==> src/rtl/alu_ctrl_pkg.sv <==
// Shared ALU opcode, funct and ALU control encodings for the control unit and the ALU.
// Importing this package from both sides keeps the operation encodings consistent.
package alu_ctrl_pkg;

    typedef logic [1:0] aluop_t;
    typedef logic [5:0] func_t;
    typedef logic [3:0] aluctrl_t;

    localparam aluop_t ALUOP_MEM   = 2'b00;
    localparam aluop_t ALUOP_BR    = 2'b01;
    localparam aluop_t ALUOP_RTYPE = 2'b10;
    localparam aluop_t ALUOP_RSVD  = 2'b11;

    localparam func_t F_ADD = 6'b100000;
    localparam func_t F_SUB = 6'b100010;
    localparam func_t F_AND = 6'b100100;
    localparam func_t F_OR  = 6'b100101;
    localparam func_t F_NOR = 6'b100111;
    localparam func_t F_SLT = 6'b101010;

    localparam aluctrl_t ALU_AND = 4'b0000;
    localparam aluctrl_t ALU_OR  = 4'b0001;
    localparam aluctrl_t ALU_ADD = 4'b0010;
    localparam aluctrl_t ALU_SUB = 4'b0110;
    localparam aluctrl_t ALU_SLT = 4'b0111;
    localparam aluctrl_t ALU_NOR = 4'b1100;

endpackage

==> src/rtl/alu_ctrl_decode.sv <==
// Pure combinational ALU control decode (aluop, func -> ctrl, illegal).
// Macro ALU_CTRL_NOR_EN adds the R-type NOR funct; otherwise that funct is unsupported.
module alu_ctrl_decode
    import alu_ctrl_pkg::*;
(
    input  aluop_t   aluop,
    input  func_t    func,
    output aluctrl_t ctrl,
    output logic     illegal
);

    // aluop is decoded first so func cannot influence non-R-type results.
    always_comb begin
        ctrl    = ALU_ADD;
        illegal = 1'b0;
        case (aluop)
            ALUOP_MEM: ctrl = ALU_ADD;
            ALUOP_BR:  ctrl = ALU_SUB;
            ALUOP_RTYPE: begin
                case (func)
                    F_ADD: ctrl = ALU_ADD;
                    F_SUB: ctrl = ALU_SUB;
                    F_AND: ctrl = ALU_AND;
                    F_OR:  ctrl = ALU_OR;
                    F_SLT: ctrl = ALU_SLT;
`ifdef ALU_CTRL_NOR_EN
                    F_NOR: ctrl = ALU_NOR;
`endif
                    default: begin
                        ctrl    = ALU_ADD;
                        illegal = 1'b1;
                    end
                endcase
            end
            default: begin
                ctrl    = ALU_ADD;
                illegal = 1'b1;
            end
        endcase
    end

endmodule

==> src/rtl/alu_control_unit.sv <==
// Registered ALU control unit: decodes aluop/func into the ALU select with one cycle latency.
// Macro ALU_CTRL_NOR_EN (handled in alu_ctrl_decode) enables the NOR funct.
module alu_control_unit
    import alu_ctrl_pkg::*;
#(
    parameter int FUNC_W = 6,
    parameter int OP_W   = 2,
    parameter int CTRL_W = 4
) (
    input  logic              clk,
    input  logic              rst,
    input  logic [FUNC_W-1:0] func,
    input  logic [OP_W-1:0]   aluop,
    output logic [CTRL_W-1:0] alucontrol,
    output logic              illegal
);

    aluctrl_t dec_ctrl;
    logic     dec_illegal;

    aluctrl_t alucontrol_d, alucontrol_q;
    logic     illegal_d, illegal_q;

    alu_ctrl_decode u_decode (
        .aluop   (aluop),
        .func    (func),
        .ctrl    (dec_ctrl),
        .illegal (dec_illegal)
    );

    always_comb begin
        alucontrol_d = dec_ctrl;
        illegal_d    = dec_illegal;
        if (rst) begin
            alucontrol_d = ALU_ADD;
            illegal_d    = 1'b0;
        end
    end

    always_ff @(posedge clk) begin
        alucontrol_q <= alucontrol_d;
        illegal_q    <= illegal_d;
    end

    assign alucontrol = alucontrol_q;
    assign illegal    = illegal_q;

endmodule

==> config.mk <==
export PLATFORM = sky130hd
export DESIGN_NAME = alu_control_unit
export DESIGN_NICKNAME = d
export VERILOG_FILES = /design/src/rtl/alu_ctrl_pkg.sv /design/src/rtl/alu_ctrl_decode.sv /design/src/rtl/alu_control_unit.sv
export SDC_FILE = /design/constraint.sdc
export NUM_CORES = 1
export LEC_CHECK = 0
export ABC_CLOCK_PERIOD_IN_PS = 950
export BUFFER_PORTS_ARGS = -buffer_cell sky130_fd_sc_hd__buf_2
export CAP_MARGIN = 15
export CORE_AREA = 2 2 39 41
export CTS_CLUSTER_DIAMETER = 200
export CTS_CLUSTER_SIZE = 40
export DETAILED_ROUTE_END_ITERATION = 10
export DIE_AREA = 0 0 41 43
export HOLD_SLACK_MARGIN = 0.05
export PLACE_DENSITY_LB_ADDON = 0.3
export SETUP_SLACK_MARGIN = 0.5
export SLEW_MARGIN = 20
export SYNTH_ARGS = -nofsm -noshare
export SYNTH_HDL_FRONTEND = slang
export SYNTH_SLANG_ARGS = --single-unit
==> constraint.sdc <==
create_clock -name clk -period 0.95 [get_ports clk]
set_input_delay 0.19 -clock clk [delete_from_list [all_inputs] [get_ports clk]]
set_output_delay 0.19 -clock clk [all_outputs]
set_load 0.005 [all_outputs]
==> results_dict.tcl, run 1 <==
set metrics [dict create \
    min_period_ns 0.8282 \
    max_freq_mhz 1207 \
    synth.top_cells.by_count "4 x dfxtp_1, 3 x ha_1, 3 x nor2_1" \
    synth_nets 39 \
    fin_util_pct 38.88 \
    powerDensity_nw_per_um2 1004 \
    htreeDepth 1 \
    tns_ns 0 \
    drive_gt1_share_pct 76.09 \
    via_per_inst 4.113 \
    initial_utilization_pct 17.99 \
    cts-buffers-inserted 3 \
    pin_count 15 \
    die_x_um 41 \
    cpLargestDelayFamily "flip-flops" \
    power_uw 540.1 \
    antenna_left 0 \
    p_leak_uw 0.0002318 \
    crit_chain "buf_6" \
    cp_slowest_cell "dfxtp_2" \
    hold_viol 0 \
    synth-xor-area-share_pct 0 \
    fillers 149 \
    overflow 0 \
    yosys.area_share.simple_pct 29.15 \
    synthCells 26 \
    antenna_found_initial 0 \
    synth_flop_cell "dfxtp_1" \
    die_y_um 43 \
    rsz0062_at_grt "true" \
    grt_pass1_wl_um 938 \
    cts-hold-fix-buffers 0 \
    routed_wl_um 668 \
    synth.most_common_cell "dfxtp_1" \
    crit_required_ns 0.76 \
    cp_max_fo 1 \
    critPathBufInv 1 \
    worst_ir_drop_vdd_v 0.0002578 \
    synth.area.top_cells "dfxtp_1 32%, ha_1 15%, nor3b_2 10%" \
    place_congestion 0.7074 \
    synth_top_family_by_area "simple AND/OR/NAND/NOR gates" \
    max_cap_violations 0 \
    port-buffer-count 13 \
    drt-initial-drc-count 1 \
    n_antenna_cell 0 \
    critPathMaxStageDelay_ns 0.31 \
    cts_tree "done" \
    crit_type "reg -> out" \
    die_area_um2 1763 \
    ys_seq_area_share_pct 32.16 \
    async_flop_share_pct 0 \
    grt_usage_pct 8.008 \
    hold_end "illegal" \
    layoutNonFillerInstCount 62 \
    synth_edf_count 0 \
    num_vias 255 \
    period_share_pct 87.18 \
    syn_avg_cell_area_um2 9.577 \
    arrival_ns 0.64 \
    hp-class "in -> reg" \
    ctsLongestPathBuffers 2 \
    clkSlewWorstSetupHoldPaths_ns 0.04 \
    yosys_warnings 0 \
    drt_pass1_iterations 2 \
    setup_viol 0 \
    yosys.area_share.adder_pct 15.08 \
    design_area_um2 538.0 \
    status "finished clean" \
    synthDominantAreaCellType "dfxtp_1" \
    grt_max_degree 4 \
    synth-seq-cells 4 \
    syn_area_um2 249.0 \
    multi_input_area_um2 227.7 \
    drc_errors 0 \
    placementRows 14 \
    cp-start-kind "flip-flop" \
    cp-end-kind "output port" \
    ys_types 16 \
    first_global_vias 270 \
    hold_path_startpoint "rst" \
    synthMuxAreaShare_pct 4.020 \
    clockRootBuffer "clkbuf_4" \
    seqCellArea_um2 82.58 \
    syn_to_final_growth_pct 116.1 \
    wl_per_cell_um 10.77 \
    post_dp_cell_area_um2 420.4 \
    finalMaxSlewViolations 0 \
    synth-compound-area-share_pct 12.06 \
    nNetsFinal 61 \
    core_um2 1384 \
    min_path_cells 2 \
    yosys.area.top_type_share_pct 32.16 \
    clock_sinks 4 \
    dp.cells 59 \
]
## kinds of logic after synthesis
group,after synthesis
compound gates,4
fa+ha+maj,3
buf+inv,3
flops,4
mux,1
other cells,1
simple gates,10
## routing by layer
layer | share of wire, % | up-vias | GRT usage (%)
met4 | 0 | 0 | 6.000
met1 | 40 | 115 | 8.917
met5 | 0 | - | 0
met2 | 54 | 10 | 12.50
li1 | - | 130 | -
met3 | 6.3 | 0 | 1.571
## stage by stage
step	hold WS [ns]	setup slack (ns)
after floorplan	0.2621	0.1074
after global placement	0.3827	-0.1396
after detailed placement	0.3780	-0.1265
after CTS	0.1335	0.1093
after global routing	0.1639	0.08961
final	0.1668	0.1218
## how the worst max path moves through the flow
stage,start,endpoint,slack (ns),depth (start not counted)
6_report,alucontrol[0],alucontrol[0],0.12,1
3_5_place_dp,aluop[0],alucontrol[2],-0.13,6
2_1_floorplan,func[1],alucontrol[1],0.11,3
5_1_grt,illegal,illegal,0.09,1
4_1_cts,alucontrol[2],alucontrol[2],0.11,1
3_3_place_gp,aluop[0],alucontrol[1],-0.14,5
## where the power goes
part	switching, µW	total (µW)	internal (µW)
combinational	64.2	158	93.6
sequential	1.83	179	177
clock	62.6	203	141
## sequential cells by signal, indices dropped and copies added, names as in the netlist
register	count
alucontrol	3
illegal	1
## placed cells by master (no fill, tap or decap)
cell / instances
a211o_1: 1
a21oi_2: 1
a22oi_1: 1
a311oi_2: 1
and3b_2: 1
buf_12: 1
buf_2: 6
buf_4: 4
buf_6: 6
buf_8: 1
clkbuf_4: 3
conb_1: 1
dfxtp_1: 2
dfxtp_2: 2
ha_4: 3
inv_12: 1
inv_4: 1
mux2i_1: 1
nand2b_1: 1
nand2b_4: 1
nand3b_1: 1
nor2_1: 3
nor3b_2: 1
nor3b_4: 2
## timing repair
item	CTS	global route
endpoints found under the setup margin	8	8
gates resized for setup	15	6
setup buffers	0	0
pin swaps	9	1
## cell type report
type	count	share of cell area (%)
Clock buffer	3	4.186
Inverter	2	4.186
Timing Repair Buffer	18	30.23
Tap cell	16	3.721
Sequential cell	4	15.35
Multi-Input combinational cell	19	42.33
Note: power is estimated with default switching activity, not from simulation.
==> run 2: changes to the inputs <==
- REMOVE_ABC_BUFFERS: default -> 1
==> results_dict.tcl, run 2 (synthesis results as in run 1) <==
set metrics [dict create \
    syn_to_final_growth_pct 106.5 \
    layoutNonFillerInstCount 65 \
    cts-hold-fix-buffers 0 \
    largest_reg_flops 3 \
    place_congestion 0.7313 \
    cp-startpoint "alucontrol[2]" \
    overflow 0 \
    status "finished clean" \
    cpLargestDelayFamily "flip-flops" \
    clkSlewWorstSetupHoldPaths_ns 0.04 \
    rsz0062_at_grt "true" \
    cp_slowest_cell "dfxtp_1" \
    cp-end-kind "output port" \
    hp-class "in -> reg" \
    finalMaxSlewViolations 0 \
    grt_usage_pct 8.124 \
    max_freq_mhz 1201 \
    period_share_pct 87.65 \
    grt_pass1_wl_um 903 \
    num_vias 275 \
    pin_count 15 \
    htreeDepth 1 \
    routed_wl_um 716 \
    pre_cts_slack_ns -0.1458 \
    port-buffer-count 13 \
    drive_gt1_share_pct 73.47 \
    critPathMaxStageDelay_ns 0.29 \
    clock_sinks 4 \
    placementRows 14 \
    crit_type "reg -> out" \
    crit_required_ns 0.76 \
    die_x_um 41 \
    power_uw 544.7 \
    crit_chain "buf_2" \
    clockRootBuffer "clkbuf_4" \
    dp.cells 58 \
    p_leak_uw 0.0002348 \
    setup_viol 0 \
    die_y_um 43 \
    layout_common_cells "8 x buf_2, 8 x buf_4, 4 x dfxtp_1" \
    wl_per_cell_um 11.02 \
    grt_max_degree 5 \
    cp-start-kind "flip-flop" \
    critPathBufInv 1 \
    nNetsFinal 64 \
    n_antenna_cell 0 \
    arrival_ns 0.64 \
    antenna_found_initial 0 \
    initial_utilization_pct 17.99 \
    worst_ir_drop_vdd_v 0.0003458 \
    drc_errors 0 \
    powerDensity_nw_per_um2 1059 \
    ctsLongestPathBuffers 2 \
    die_area_um2 1763 \
    first_global_vias 230 \
    hold_path_startpoint "rst" \
    core_um2 1384 \
    antenna_left 0 \
    hpwlAfterDp_um 465.1 \
    via_per_inst 4.231 \
    drt-initial-drc-count 3 \
    cp_max_fo 1 \
    max_cap_violations 0 \
    hold_viol 0 \
    min_period_ns 0.8327 \
    cts_tree "done" \
    drt_pass1_iterations 3 \
    cts-buffers-inserted 3 \
    layout_setup_ws_ns 0.1173 \
]
[run 2: through the flow]
| stage | hold slack, ns | cell area, µm² | TNS [ns] | utilization (%) |
|---|---|---|---|---|
| floorplan | 0.2621 | 241.5 | 0 | - |
| global placement | 0.3801 | 356.6 | -0.5149 | 25.77 |
| detailed placement | 0.3828 | 356.6 | -0.4575 | 25.77 |
| CTS | 0.1412 | 425.4 | 0 | 30.74 |
| global route | 0.1411 | 514.2 | 0 | 37.16 |
| finish | 0.1510 | 514.2 | 0 | 37.16 |
[run 2: layer usage]
metal | wire [µm] | up-vias | track usage, %
li1 | - | 136 | -
met1 | 243 | 121 | 9.295
met2 | 372 | 13 | 10.63
met3 | 62 | 5 | 3.141
met4 | 37 | 0 | 8.000
met5 | 0 | - | 0
[run 2: what timing repair did]
item                       in CTS  in global routing
pin swaps                       6                  6
setup buffers                   1                  3
resized for setup              11                 14
setup endpoints to repair       8                  8
[run 2: layout make-up]
class / instances / area, µm²
sequential: 4 / 80.08
multi-input combinational: 19 / 211.5
tap: 16 / 20.02
fill: 145 / 869.6
clock buffer: 3 / 22.52
inverter: 2 / 12.51
timing repair buffer: 21 / 167.7
[run 2: where the power goes]
group / leakage (µW) / switching (µW) / internal (µW)
logic: 0.000188 / 60.0 / 94.1
registers: 0.0000328 / 1.64 / 177
clock network: 0.0000138 / 70.9 / 141
total: 0.000235 / 132 / 412
[run 2: worst paths after layout]
kind | to | slack [ns] | cells after the start
max | alucontrol[2] | 0.12 | 1
min | illegal | 0.15 | 2
